===== src/rtl/mode_counter.sv =====
// Up/down modulus counter with prescaler, wrap/saturate, terminal-count pulse and sticky overflow.
// Optional capture register (cap/cap_val) enabled by defining COUNTER_CAPTURE_EN.
module mode_counter #(
  parameter int WIDTH   = 8,
  parameter int PRESC_W = 4
) (
  input  logic               clk,
  input  logic               rst,
  input  logic               en,
  input  logic               clr,
  input  logic               load,
  input  logic [WIDTH-1:0]   load_val,
  input  logic               dir,
  input  logic               sat,
  input  logic [WIDTH-1:0]   modulus,
  input  logic [PRESC_W-1:0] presc,
  output logic [WIDTH-1:0]   count,
  output logic               tc,
  output logic               ovf
`ifdef COUNTER_CAPTURE_EN
  ,
  input  logic               cap,
  output logic [WIDTH-1:0]   cap_val
`endif
);

  logic [WIDTH-1:0]   r_count;
  logic [PRESC_W-1:0] r_pcnt;
  logic               r_tc;
  logic               r_ovf;

  logic               w_step;
  logic               w_terminal;
  logic [WIDTH-1:0]   w_count_step;
  logic [WIDTH-1:0]   w_load_clamped;
  logic [PRESC_W-1:0] w_pcnt_next;

  // Terminal is decided before any +1/-1, so the arithmetic never overflows.
  always_comb begin
    w_step         = en && (r_pcnt >= presc);
    w_pcnt_next    = r_pcnt;
    w_terminal     = 1'b0;
    w_count_step   = r_count;
    w_load_clamped = (load_val > modulus) ? modulus : load_val;
    if (en) begin
      w_pcnt_next = w_step ? '0 : r_pcnt + 1'b1;
    end
    if (dir) begin
      w_terminal   = (r_count >= modulus);
      w_count_step = w_terminal ? (sat ? modulus : '0) : r_count + 1'b1;
    end else begin
      w_terminal   = (r_count == '0);
      w_count_step = w_terminal ? (sat ? '0 : modulus) : r_count - 1'b1;
    end
  end

  always_ff @(posedge clk or posedge rst) begin
    if (rst) begin
      r_count <= '0;
      r_pcnt  <= '0;
      r_tc    <= 1'b0;
      r_ovf   <= 1'b0;
    end else if (clr) begin
      r_count <= '0;
      r_pcnt  <= '0;
      r_tc    <= 1'b0;
      r_ovf   <= 1'b0;
    end else if (load) begin
      r_count <= w_load_clamped;
      r_pcnt  <= '0;
      r_tc    <= 1'b0;
    end else begin
      r_pcnt <= w_pcnt_next;
      r_tc   <= w_step && w_terminal;
      if (w_step) begin
        r_count <= w_count_step;
        if (w_terminal) begin
          r_ovf <= 1'b1;
        end
      end
    end
  end

`ifdef COUNTER_CAPTURE_EN
  logic [WIDTH-1:0] r_cap_val;

  // Captures the pre-update count; independent of the counting path.
  always_ff @(posedge clk or posedge rst) begin
    if (rst) begin
      r_cap_val <= '0;
    end else if (clr) begin
      r_cap_val <= '0;
    end else if (cap) begin
      r_cap_val <= r_count;
    end
  end

  assign cap_val = r_cap_val;
`endif

  assign count = r_count;
  assign tc    = r_tc;
  assign ovf   = r_ovf;

endmodule

===== config.mk =====
export PLATFORM = sky130hd
export DESIGN_NAME = mode_counter
export DESIGN_NICKNAME = d
export VERILOG_FILES = /design/src/rtl/mode_counter.sv
export SDC_FILE = /design/constraint.sdc
export NUM_CORES = 1
export LEC_CHECK = 0
export BUFFER_PORTS_ARGS = -buffer_cell sky130_fd_sc_hd__buf_2
export CORE_MARGIN = 10
export CORE_UTILIZATION = 40
export CTS_CLUSTER_SIZE = 20
export DETAILED_ROUTE_END_ITERATION = 8
export HOLD_SLACK_MARGIN = 0.03
export PLACE_DENSITY = 0.64
export SLEW_MARGIN = 20
export SYNTH_ARGS = -nofsm -noshare
export SYNTH_HDL_FRONTEND = slang
export SYNTH_SLANG_ARGS = --single-unit

===== constraint.sdc =====
create_clock -name clk -period 3.1 [get_ports clk]
set_clock_uncertainty 0.15 [all_clocks]
set_input_delay 0.465 -clock clk [delete_from_list [all_inputs] [get_ports clk]]
set_output_delay 0.465 -clock clk [all_outputs]
set_load 0.05 [all_outputs]

==> results of run 1 <==
cell usage after synthesis, drive strengths merged:
cell type and instances:
nand3b 1, nor2 8, mux2i 3, a21oi 10
o21bai 1, o21a 1, o211a 1, a31oi 3
a211oi 6, and3 3, nand3 9, a32o 3
inv 19, a21o 3, dfrtp 14, nand2b 3
and3b 1, nor3 7, nor2b 4, o211ai 4
buf 5, a311o 3, o2111ai 2, o22ai 1
and2 5, or2 1, mux2 5, o31ai 1
nand2 20, a32oi 1, o21ai 16, nor3b 1
xnor2 7, nand4 3, clkbuf 6, a311oi 1
o221ai 2, ha 24, xor2 6
sequential cells by signal, summed over array words and instances, names as in the netlist:
signal / cells
tc: 1
r_pcnt: 4
ovf: 1
count: 8
cell families after synthesis:
kind of cell / synth area share (%)
compound gates: 23.20
xor+xnor: 6.495
simple gates: 20.41
fa+ha+maj: 17.13
buf+inv: 7.851
mux: 4.925
flops: 19.99
critical path: stages:
cell and delay (ps):
buf_2 100, inv_1 140, ha_1 270, and3_1 170, o21ai_0 150, a31oi_1 150, a211oi_2 460, o22ai_1 240
a21o_1 230, a32o_1 270
worst max-delay path by stage:
stage	from	to	slack, ps
floorplan	count[0]	count[0]	270
global placement	modulus[2]	count[1]	200
detailed placement	modulus[2]	count[1]	220
CTS	modulus[2]	count[1]	480
global route	modulus[2]	count[5]	320
finish	modulus[2]	count[1]	430
layout make-up:
type                    instances  area (um^2)
repair buffers                 43        232.7
inverters                      19        71.32
fillers                       441         2268
clock buffers                   3        41.29
flip-flops and latches         14        350.3
multi-input cells             170         1265
well taps                      52        65.06
placed cells by master, fill, tap and decap left out, types with 4 or more instances in the layout:
cell type,synthesis,routed
ha_1,24,24
nor2_1,6,6
nand3_1,9,9
a211oi_1,5,5
dfrtp_1,14,14
inv_1,19,19
nor3_1,6,6
o211ai_1,4,4
nand2_1,20,20
buf_2,1,36
o21ai_0,15,15
xnor2_1,7,7
mux2_2,5,5
buf_4,2,7
and2_1,4,4
nor2b_1,4,4
xor2_1,6,6
a21oi_1,10,10
stage by stage:
step	power [uW]	area, um^2	hold WS, ps	instances	utilization [%]
after detailed placement	633.6	1984	319.9	298	46.21
final	789.7	2026	109.8	301	47.17
after CTS	792.2	2026	142.5	301	47.17
after global routing	842.1	2026	179.1	301	47.17
after floorplan	529.8	1753	204.2	214	-
after global placement	633.1	1984	307.6	298	46.21
power by group through the flow:
stage,sequential (uW),combinational [uW],clock [uW]
after global routing,219,456,167
after CTS,218,415,160
after floorplan,267,263,0
after global placement,221,412,0
final,217,417,155
after detailed placement,221,413,0
layer usage:
layer	track usage [%]	share of wire [%]	vias to the layer above
met1	17.86	46	775
met2	20.96	45	63
met4	7.364	2.6	0
li1	-	-	847
met3	3.002	6.3	11
met5	0	0	-
==> flow_metrics.env, run 1 <==
export IMPL_core_rowCount=24
export IMPL_power_leakage_uw=0.001003
export IMPL_yosys_area_top_type="dfrtp_1"
export IMPL_fin_ws_ps=427.9
export IMPL_grt_use_total_pct=13.83
export IMPL_antenna_found_initial=0
export IMPL_cts_root_buf="clkbuf_8"
export IMPL_setup_worst_path_end_class="register"
export IMPL_grt_max_degree=16
export IMPL_ff2ff_setup_slack_ps=440
export IMPL_final_nets=302
export IMPL_place_ws_ps=217.1
export IMPL_dr_total_vias=1696
export IMPL_maxCapViolCount=0
export IMPL_crit_fanout=6
export IMPL_synth_seq_cells=14
export IMPL_grt_overflow_total=0
export IMPL_worstRegToRegCells=8
export IMPL_io_buffers=36
export IMPL_synth_seq_area_share_pct=19.99
export IMPL_period_share_pct=86.20
export IMPL_die_w_um=86.20
export IMPL_first_pass_iters=4
export IMPL_rsz0062_at_grt="no"
export IMPL_required_ps=3080
export IMPL_drc_errors=0
export IMPL_syn_inst=214
export IMPL_insertion_delay_ps=250
export IMPL_slew_headroom_pct=61.95
export IMPL_sequentialPowerShare_pct=27.5
export IMPL_r2r_start="count[5]"
export IMPL_drt_total_wl_um=5170
export IMPL_finalCriticalPeriod_ps=2672
export IMPL_grt_pass1_vias=1674
export IMPL_diodes=0
export IMPL_die_h_um=86.20
export IMPL_cp_start_kind="input port"
export IMPL_power_ir_vdd_worst_v=0.0002460
export IMPL_area_growth_pct=15.56
export IMPL_critPathArrivalTime_ps=2650
export IMPL_die_area_mm2=0.007430
export IMPL_cts_resized=0
export IMPL_drt_wirelength_per_cell_um=17.18
export IMPL_core_area_mm2=0.004294
export IMPL_antenna_left=0
export IMPL_p_switching_uw=341.1
export IMPL_tns_ps=0
export IMPL_drive_above_1_share_pct=23.69
export IMPL_status="finished, final reports clean"
export IMPL_synth_top_area_share_pct=19.99
export IMPL_dp_hpwl_um=4065
export IMPL_ys_types=48
export IMPL_syn_cell_area_mm2=0.001753
export IMPL_syn_num_nets=265
export IMPL_powerDensity_mw_per_mm2=389.8
export IMPL_crit_type="input port to register"
export IMPL_setup_viol=0
export IMPL_start_util_pct=40.82
export IMPL_clkSlewWorstSetupHoldPaths_ps=60
export IMPL_tightest_slew_ps=570.0
export IMPL_yosysWarnings=0
export IMPL_ios=37
export IMPL_hold_violations=0
export IMPL_p_sw_share_pct=43.20
export IMPL_htree_levels=1
export IMPL_post_cts_buffers=0
export IMPL_clockPowerShare_pct=19.6
export IMPL_maxSlewViolCount=0
export IMPL_syn_mean_instance_area_um2=8.191
export IMPL_ctsHoldBuffers=0
export IMPL_clock_path_buffers=2
export IMPL_finalWeightedCongestion=0.9177
export IMPL_hold_path_class="input port to asynchronous set/reset pin"
export IMPL_synth_area_leaders="dfrtp_1 (20%), ha_1 (17%), nand2_1 (4.3%)"
export IMPL_p_comb_share_pct=52.9
export IMPL_grt_pass1_wl_um=8328
export IMPL_cts_buffers_inserted=3
export IMPL_fmax_ghz=0.3742
export IMPL_drtIter0Drc=99
export IMPL_p_int_uw=448.6
export IMPL_cts_tree="yes"
export IMPL_r2r_end="count[1]"
export IMPL_cts_sinks=14
export IMPL_avgViaCountPerCell=5.635
No activity file was read; power rests on OpenSTA's default activity.
==> run 2, diff against run 1 <==
--- a/config.mk
+++ b/config.mk
@@ -6,12 +6,14 @@
 export NUM_CORES = 1
 export LEC_CHECK = 0
 export BUFFER_PORTS_ARGS = -buffer_cell sky130_fd_sc_hd__buf_2
+export CELL_PAD_IN_SITES_DETAIL_PLACEMENT = 2
+export CELL_PAD_IN_SITES_GLOBAL_PLACEMENT = 2
 export CORE_MARGIN = 10
-export CORE_UTILIZATION = 40
+export CORE_UTILIZATION = 32
 export CTS_CLUSTER_SIZE = 20
 export DETAILED_ROUTE_END_ITERATION = 8
 export HOLD_SLACK_MARGIN = 0.03
-export PLACE_DENSITY = 0.64
+export PLACE_DENSITY = 0.82
 export SLEW_MARGIN = 20
 export SYNTH_ARGS = -nofsm -noshare
 export SYNTH_HDL_FRONTEND = slang
==> run 2 against run 1 <==
  * Flip-flop and latch count did not move
  * Global-route usage rose by 1.6 points
  * Count of clock-buffer cells in the layout rose by 1
  * Final cell count rose by 6.3%
  * Highest routed layer unchanged
  * Routed wire length rose by 28%
  * Total power rose by 8.6%
  * First-iteration DRC count rose by 8.1%
  * Non-clock buffer count did not move
  * Maximum frequency rose by 2.9%
==> flow_metrics.env, run 2 (synthesized netlist as in run 1, its figures left out) <==
export IMPL_cts_resized=0
export IMPL_avgViaCountPerCell=5.622
export IMPL_r2r_start="count[0]"
export IMPL_final_common_cell="buf_2"
export IMPL_die_w_um=94.01
export IMPL_drtIter0Drc=107
export IMPL_largest_reg_flops=8
export IMPL_core_area_mm2=0.005205
export IMPL_crit_type="input port to register"
export IMPL_drive_above_1_share_pct=24.00
export IMPL_power_ir_vdd_worst_v=0.0001953
export IMPL_htree_levels=1
export IMPL_p_comb_share_pct=52.1
export IMPL_critPathArrivalTime_ps=2630
export IMPL_r2r_end="count[5]"
export IMPL_first_pass_iters=4
export IMPL_start_util_pct=33.68
export IMPL_ctsHoldBuffers=0
export IMPL_required_ps=3130
export IMPL_final_nets=302
export IMPL_powerDensity_mw_per_mm2=415.9
export IMPL_cts_buffers_inserted=3
export IMPL_sequentialPowerShare_pct=25.4
export IMPL_period_share_pct=83.79
export IMPL_power_leakage_uw=0.001010
export IMPL_grt_max_degree=16
export IMPL_cts_root_buf="clkbuf_8"
export IMPL_rsz0062_at_grt="no"
export IMPL_drt_total_wl_um=6632
export IMPL_dr_total_vias=1799
export IMPL_post_cts_buffers=0
export IMPL_diodes=0
export IMPL_ff2ff_setup_slack_ps=510
export IMPL_cts_sinks=14
export IMPL_p_int_uw=477.7
export IMPL_setup_worst_path_end_class="register"
export IMPL_crit_fanout=9
export IMPL_p_sw_share_pct=44.30
export IMPL_core_rowCount=26
export IMPL_maxSlewViolCount=0
export IMPL_finalCriticalPeriod_ps=2597
export IMPL_tns_ps=0
export IMPL_antenna_found_initial=0
export IMPL_nFillCells=635
export IMPL_worstRegToRegCells=10
export IMPL_area_growth_pct=17.63
export IMPL_drt_wirelength_per_cell_um=20.73
export IMPL_final_cell_mix="buf_2 (36), ha_1 (24), nand2_1 (20), inv_1 (19), o21ai_0 (15)"
export IMPL_grt_overflow_total=0
export IMPL_antenna_left=0
export IMPL_die_h_um=94.01
export IMPL_hold_violations=0
export IMPL_slew_headroom_pct=55.91
export IMPL_insertion_delay_ps=260
export IMPL_setup_viol=0
export IMPL_ios=37
export IMPL_hold_path_class="input port to asynchronous set/reset pin"
export IMPL_clockPowerShare_pct=22.6
export IMPL_dp_hpwl_um=5136
export IMPL_clkSlewWorstSetupHoldPaths_ps=70
export IMPL_p_switching_uw=379.9
export IMPL_grt_pass1_wl_um=11040
export IMPL_finalWeightedCongestion=0.8262
export IMPL_dp_cells=316
export IMPL_tightest_slew_ps=660.7
export IMPL_status="finished, final reports clean"
export IMPL_drc_errors=0
export IMPL_cts_tree="yes"
export IMPL_grt_use_total_pct=15.43
export IMPL_clock_path_buffers=2
export IMPL_die_area_mm2=0.008838
export IMPL_grt_pass1_vias=2049
export IMPL_fmax_ghz=0.3850
export IMPL_io_buffers=36
export IMPL_cp_start_kind="input port"
export IMPL_instances_no_fill=320
export IMPL_maxCapViolCount=0
==> run 2: layer usage <==
metal  global-route usage, %  wire [um]  vias up
met3                   2.878        287        8
met4                   2.658         63        0
met1                   19.84       3075      913
met2                   26.27       3206       34
met5                       0          0        -
li1                        -          -      844
==> run 2: metrics by stage <==
| step | cell area [um^2] | hold slack (ps) | setup WS, ps | total power [uW] | utilization (%) |
|---|---|---|---|---|---|
| after CTS | 2062 | 154.1 | 543.6 | 857.0 | 39.62 |
| after floorplan | 1753 | 204.2 | 273.4 | 529.8 | - |
| final | 2062 | 138.3 | 502.6 | 857.6 | 39.62 |
| after detailed placement | 2007 | 321.4 | 339.4 | 659.6 | 38.56 |
| after global placement | 2007 | 320.5 | 396.9 | 644.8 | 38.56 |
| after global routing | 2062 | 170.9 | 317.8 | 911.9 | 39.62 |
==> run 2: critical path, stage by stage <==
cell and delay, ps:
buf_2 110, inv_1 140, ha_1 270, and3_1 180, o21ai_0 170, a31oi_1 130
a211oi_2 400, buf_4 250, mux2i_1 200, o221ai_1 140, o21ai_0 160
==> run 2: worst max path at each step <==
stage                     startpoint  cells after the start        to
after floorplan             count[0]                     11  count[0]
after global placement    modulus[1]                     10  count[7]
after detailed placement  modulus[1]                     10  count[5]
after CTS                   count[0]                     10  count[5]
after global routing        count[0]                     10  count[5]
final                     modulus[2]                     11  count[5]
==> run 2: power by group through the flow <==
stage / logic [uW] / registers (uW) / clock network (uW)
after global routing: 490 / 221 / 201
after CTS: 445 / 218 / 194
after detailed placement: 438 / 222 / 0
after global placement: 425 / 220 / 0
after floorplan: 263 / 267 / 0
final: 447 / 218 / 193
==> run 2: cell type report <==
cell class / instances / area, um^2 / share of cell area (%)
well taps: 70 / 87.58 / 4.248
repair buffers: 43 / 232.7 / 11.29
inverters: 19 / 71.32 / 3.459
flip-flops and latches: 14 / 350.3 / 16.99
clock buffers: 4 / 55.05 / 2.670
multi-input cells: 170 / 1265 / 61.35
==> run 3, diff against run 2 <==
--- a/config.mk
+++ b/config.mk
@@ -5,15 +5,16 @@
 export SDC_FILE = /design/constraint.sdc
 export NUM_CORES = 1
 export LEC_CHECK = 0
+export ABC_AREA = 1
 export BUFFER_PORTS_ARGS = -buffer_cell sky130_fd_sc_hd__buf_2
 export CELL_PAD_IN_SITES_DETAIL_PLACEMENT = 2
 export CELL_PAD_IN_SITES_GLOBAL_PLACEMENT = 2
 export CORE_MARGIN = 10
-export CORE_UTILIZATION = 32
+export CORE_UTILIZATION = 30
 export CTS_CLUSTER_SIZE = 20
 export DETAILED_ROUTE_END_ITERATION = 8
 export HOLD_SLACK_MARGIN = 0.03
-export PLACE_DENSITY = 0.82
+export PLACE_DENSITY = 0.83
 export SLEW_MARGIN = 20
 export SYNTH_ARGS = -nofsm -noshare
 export SYNTH_HDL_FRONTEND = slang
==> constraint.sdc (replaced) <==
create_clock -name clk -period 2.53 [get_ports clk]
set_clock_uncertainty 0.15 [all_clocks]
set_input_delay 0.3795 -clock clk [delete_from_list [all_inputs] [get_ports clk]]
set_output_delay 0.3795 -clock clk [all_outputs]
set_load 0.05 [all_outputs]
==> run 3 against run 2 <==
  * Setup slack lost 280 ps
  * Die area grew 20%
  * Sequential power grew 19%
  * Cell area grew 15%
  * Count of clock-buffer cells in the layout shrank 1
  * Via count grew 28%
  * Critical path type is now register to register
  * Critical endpoint is now count[1]
==> flow_metrics.env, run 3 <==
export IMPL_status="finished, final reports clean"
export IMPL_place_area_mm2=0.002335
export IMPL_dp_cells=448
export IMPL_largest_reg_flops=8
export IMPL_grt_overflow_total=0
export IMPL_slew_headroom_pct=56.53
export IMPL_cts_root_buf="clkbuf_8"
export IMPL_cts_resized=0
export IMPL_antenna_found_initial=0
export IMPL_synth_seq_cells=14
export IMPL_ys_types=33
export IMPL_critical_path_most_common_cell="nand2_1"
export IMPL_insertion_delay_ps=260
export IMPL_dr_total_vias=2295
export IMPL_syn_inst=332
export IMPL_synth_top_area_share_pct=19.78
export IMPL_async_reset_ff_share_pct=100.0
export IMPL_instances_no_fill=451
export IMPL_core_rowCount=30
export IMPL_die_w_um=103.0
export IMPL_powerDensity_mw_per_mm2=467.3
export IMPL_power_leakage_uw=0.001454
export IMPL_required_ps=2570
export IMPL_setup_worst_path_end_class="register"
export IMPL_final_common_cell="nand2_1"
export IMPL_die_h_um=103.0
export IMPL_ff2ff_setup_slack_ps=230
export IMPL_maxSlewViolCount=0
export IMPL_slowest_stage="dfrtp_1"
export IMPL_drt_total_wl_um=7738
export IMPL_crit_type="register to register"
export IMPL_ios=37
export IMPL_tightest_slew_ps=651.3
export IMPL_fmax_ghz=0.4341
export IMPL_critPathArrivalTime_ps=2350
export IMPL_grt_pass1_vias=2558
export IMPL_yosys_area_top_type="nand2_1"
export IMPL_syn_num_nets=383
export IMPL_drtIter0Drc=104
export IMPL_crit_cells=11
export IMPL_cts_buffers_inserted=3
export IMPL_synth_edff_count=0
export IMPL_r2r_start="r_pcnt[1]"
export IMPL_core_area_mm2=0.006756
export IMPL_cp_cell_sequence="ha_1 -> inv_1 -> o21bai_1 -> nand3_1 -> nand3_1 -> nand2_1 -> nand2_1 -> nand2_1 -> nor2_1 -> nand2_1 -> nand2_1"
export IMPL_crit_fanout=8
export IMPL_dp_hpwl_um=6583
export IMPL_avgViaCountPerCell=5.089
export IMPL_die_area_mm2=0.01062
export IMPL_path_buf_inv=1
export IMPL_finalWeightedCongestion=0.9004
export IMPL_htree_levels=1
export IMPL_yosys_top_cells_count="nand2_1 (109), inv_1 (49), nand3_1 (38)"
export IMPL_post_cts_buffers=0
export IMPL_worstRegToRegCells=11
export IMPL_final_nets=424
export IMPL_crit_family="simple AND/OR/NAND/NOR gates"
export IMPL_clock_path_buffers=2
export IMPL_cts_tree="yes"
export IMPL_hold_path_class="input port to asynchronous set/reset pin"
export IMPL_cts_sinks=14
export IMPL_setup_viol=0
export IMPL_period_share_pct=91.05
export IMPL_finalCriticalPeriod_ps=2303
export IMPL_final_cell_mix="nand2_1 (109), inv_1 (49), nand3_1 (38), buf_2 (36), nor2_1 (29)"
export IMPL_synth_area_leaders="nand2_1 (20%), dfrtp_1 (17%), ha_1 (15%)"
export IMPL_power_ir_vdd_worst_v=0.0002471
export IMPL_syn_mean_instance_area_um2=6.230
export IMPL_hold_violations=0
export IMPL_first_pass_iters=4
export IMPL_synth_most_common_cell="nand2_1"
export IMPL_synth_seq_area_share_pct=16.94
export IMPL_grt_max_degree=17
export IMPL_max_stage_delay_ps=420
export IMPL_grt_pass1_wl_um=13000
export IMPL_r2r_end="count[1]"
export IMPL_io_buffers=36
export IMPL_grt_use_total_pct=15.34
export IMPL_antenna_left=0
export IMPL_drt_wirelength_per_cell_um=17.16
export IMPL_syn_cell_area_mm2=0.002068
export IMPL_rsz0062_at_grt="no"
export IMPL_final_util_pct=35.17
export IMPL_diodes=0
export IMPL_drive_above_1_share_pct=18.06
export IMPL_fin_area_mm2=0.002376
export IMPL_cp_start_kind="register"
export IMPL_maxCapViolCount=0
export IMPL_drc_errors=0
export IMPL_area_growth_pct=14.88
export IMPL_fin_ws_ps=226.5
export IMPL_clkSlewWorstSetupHoldPaths_ps=70
export IMPL_synth_main_ff_cell="dfrtp_1"
export IMPL_ctsHoldBuffers=0
export IMPL_place_ws_ps=124.5
export IMPL_start_util_pct=30.61
export IMPL_tns_ps=0
export IMPL_yosysWarnings=0
## run 3: layout make-up
cell class / instances / area (um^2)
well taps: 80 / 100.1
clock buffers: 3 / 41.29
multi-input cells: 259 / 1450
fillers: 854 / 4380
repair buffers: 44 / 240.2
inverters: 51 / 193.9
flip-flops and latches: 14 / 350.3
## run 3: worst register-to-register path, cell delays in order, from the launching register on
cell,delay (ps)
dfrtp_1,420
ha_1,320
inv_1,50
o21bai_1,160
nand3_1,100
nand3_1,90
nand2_1,70
nand2_1,190
nand2_1,310
nor2_1,230
nand2_1,90
nand2_1,60
## run 3: logic make-up after synthesis
| logic type | count (synthesis) | synth area share [%] |
|---|---|---|
| simple gates | 199 | 44.22 |
| flops | 14 | 16.94 |
| xor+xnor | 6 | 2.541 |
| compound gates | 30 | 8.833 |
| buf+inv | 59 | 12.95 |
| fa+ha+maj | 24 | 14.52 |
## run 3: metal layers
metal  global-route usage (%)  share of wire (%)  vias up
met4                    2.460               0.84        0
met5                        0                  0        -
li1                         -                  -     1134
met1                    19.67                 45     1118
met3                    1.273                2.0        9
met2                    27.50                 52       34
## run 3: where the power goes
part | leakage [uW] | switching, uW | total [uW] | internal, uW
clock network | 0.0000216 | 97.0 | 203 | 106
logic | 0.00125 | 437 | 648 | 211
registers | 0.000187 | 17.1 | 259 | 242
total | 0.00145 | 551 | 1110 | 559
## run 3: worst max path at each step
stage / start / endpoint
3_5_place_dp: modulus[7] / count[6]
3_3_place_gp: count[0] / count[1]
2_1_floorplan: count[0] / count[6]
5_1_grt: r_pcnt[1] / count[1]
4_1_cts: r_pcnt[1] / count[1]
6_report: r_pcnt[1] / count[1]
## run 3: metrics by stage
step / hold slack (ps) / power (uW)
2_1_floorplan: 118.7 / 722.1
3_3_place_gp: 316.0 / 885.6
3_5_place_dp: 322.2 / 916.4
4_1_cts: 76.30 / 1125
5_1_grt: 95.98 / 1213
6_report: 43.85 / 1110
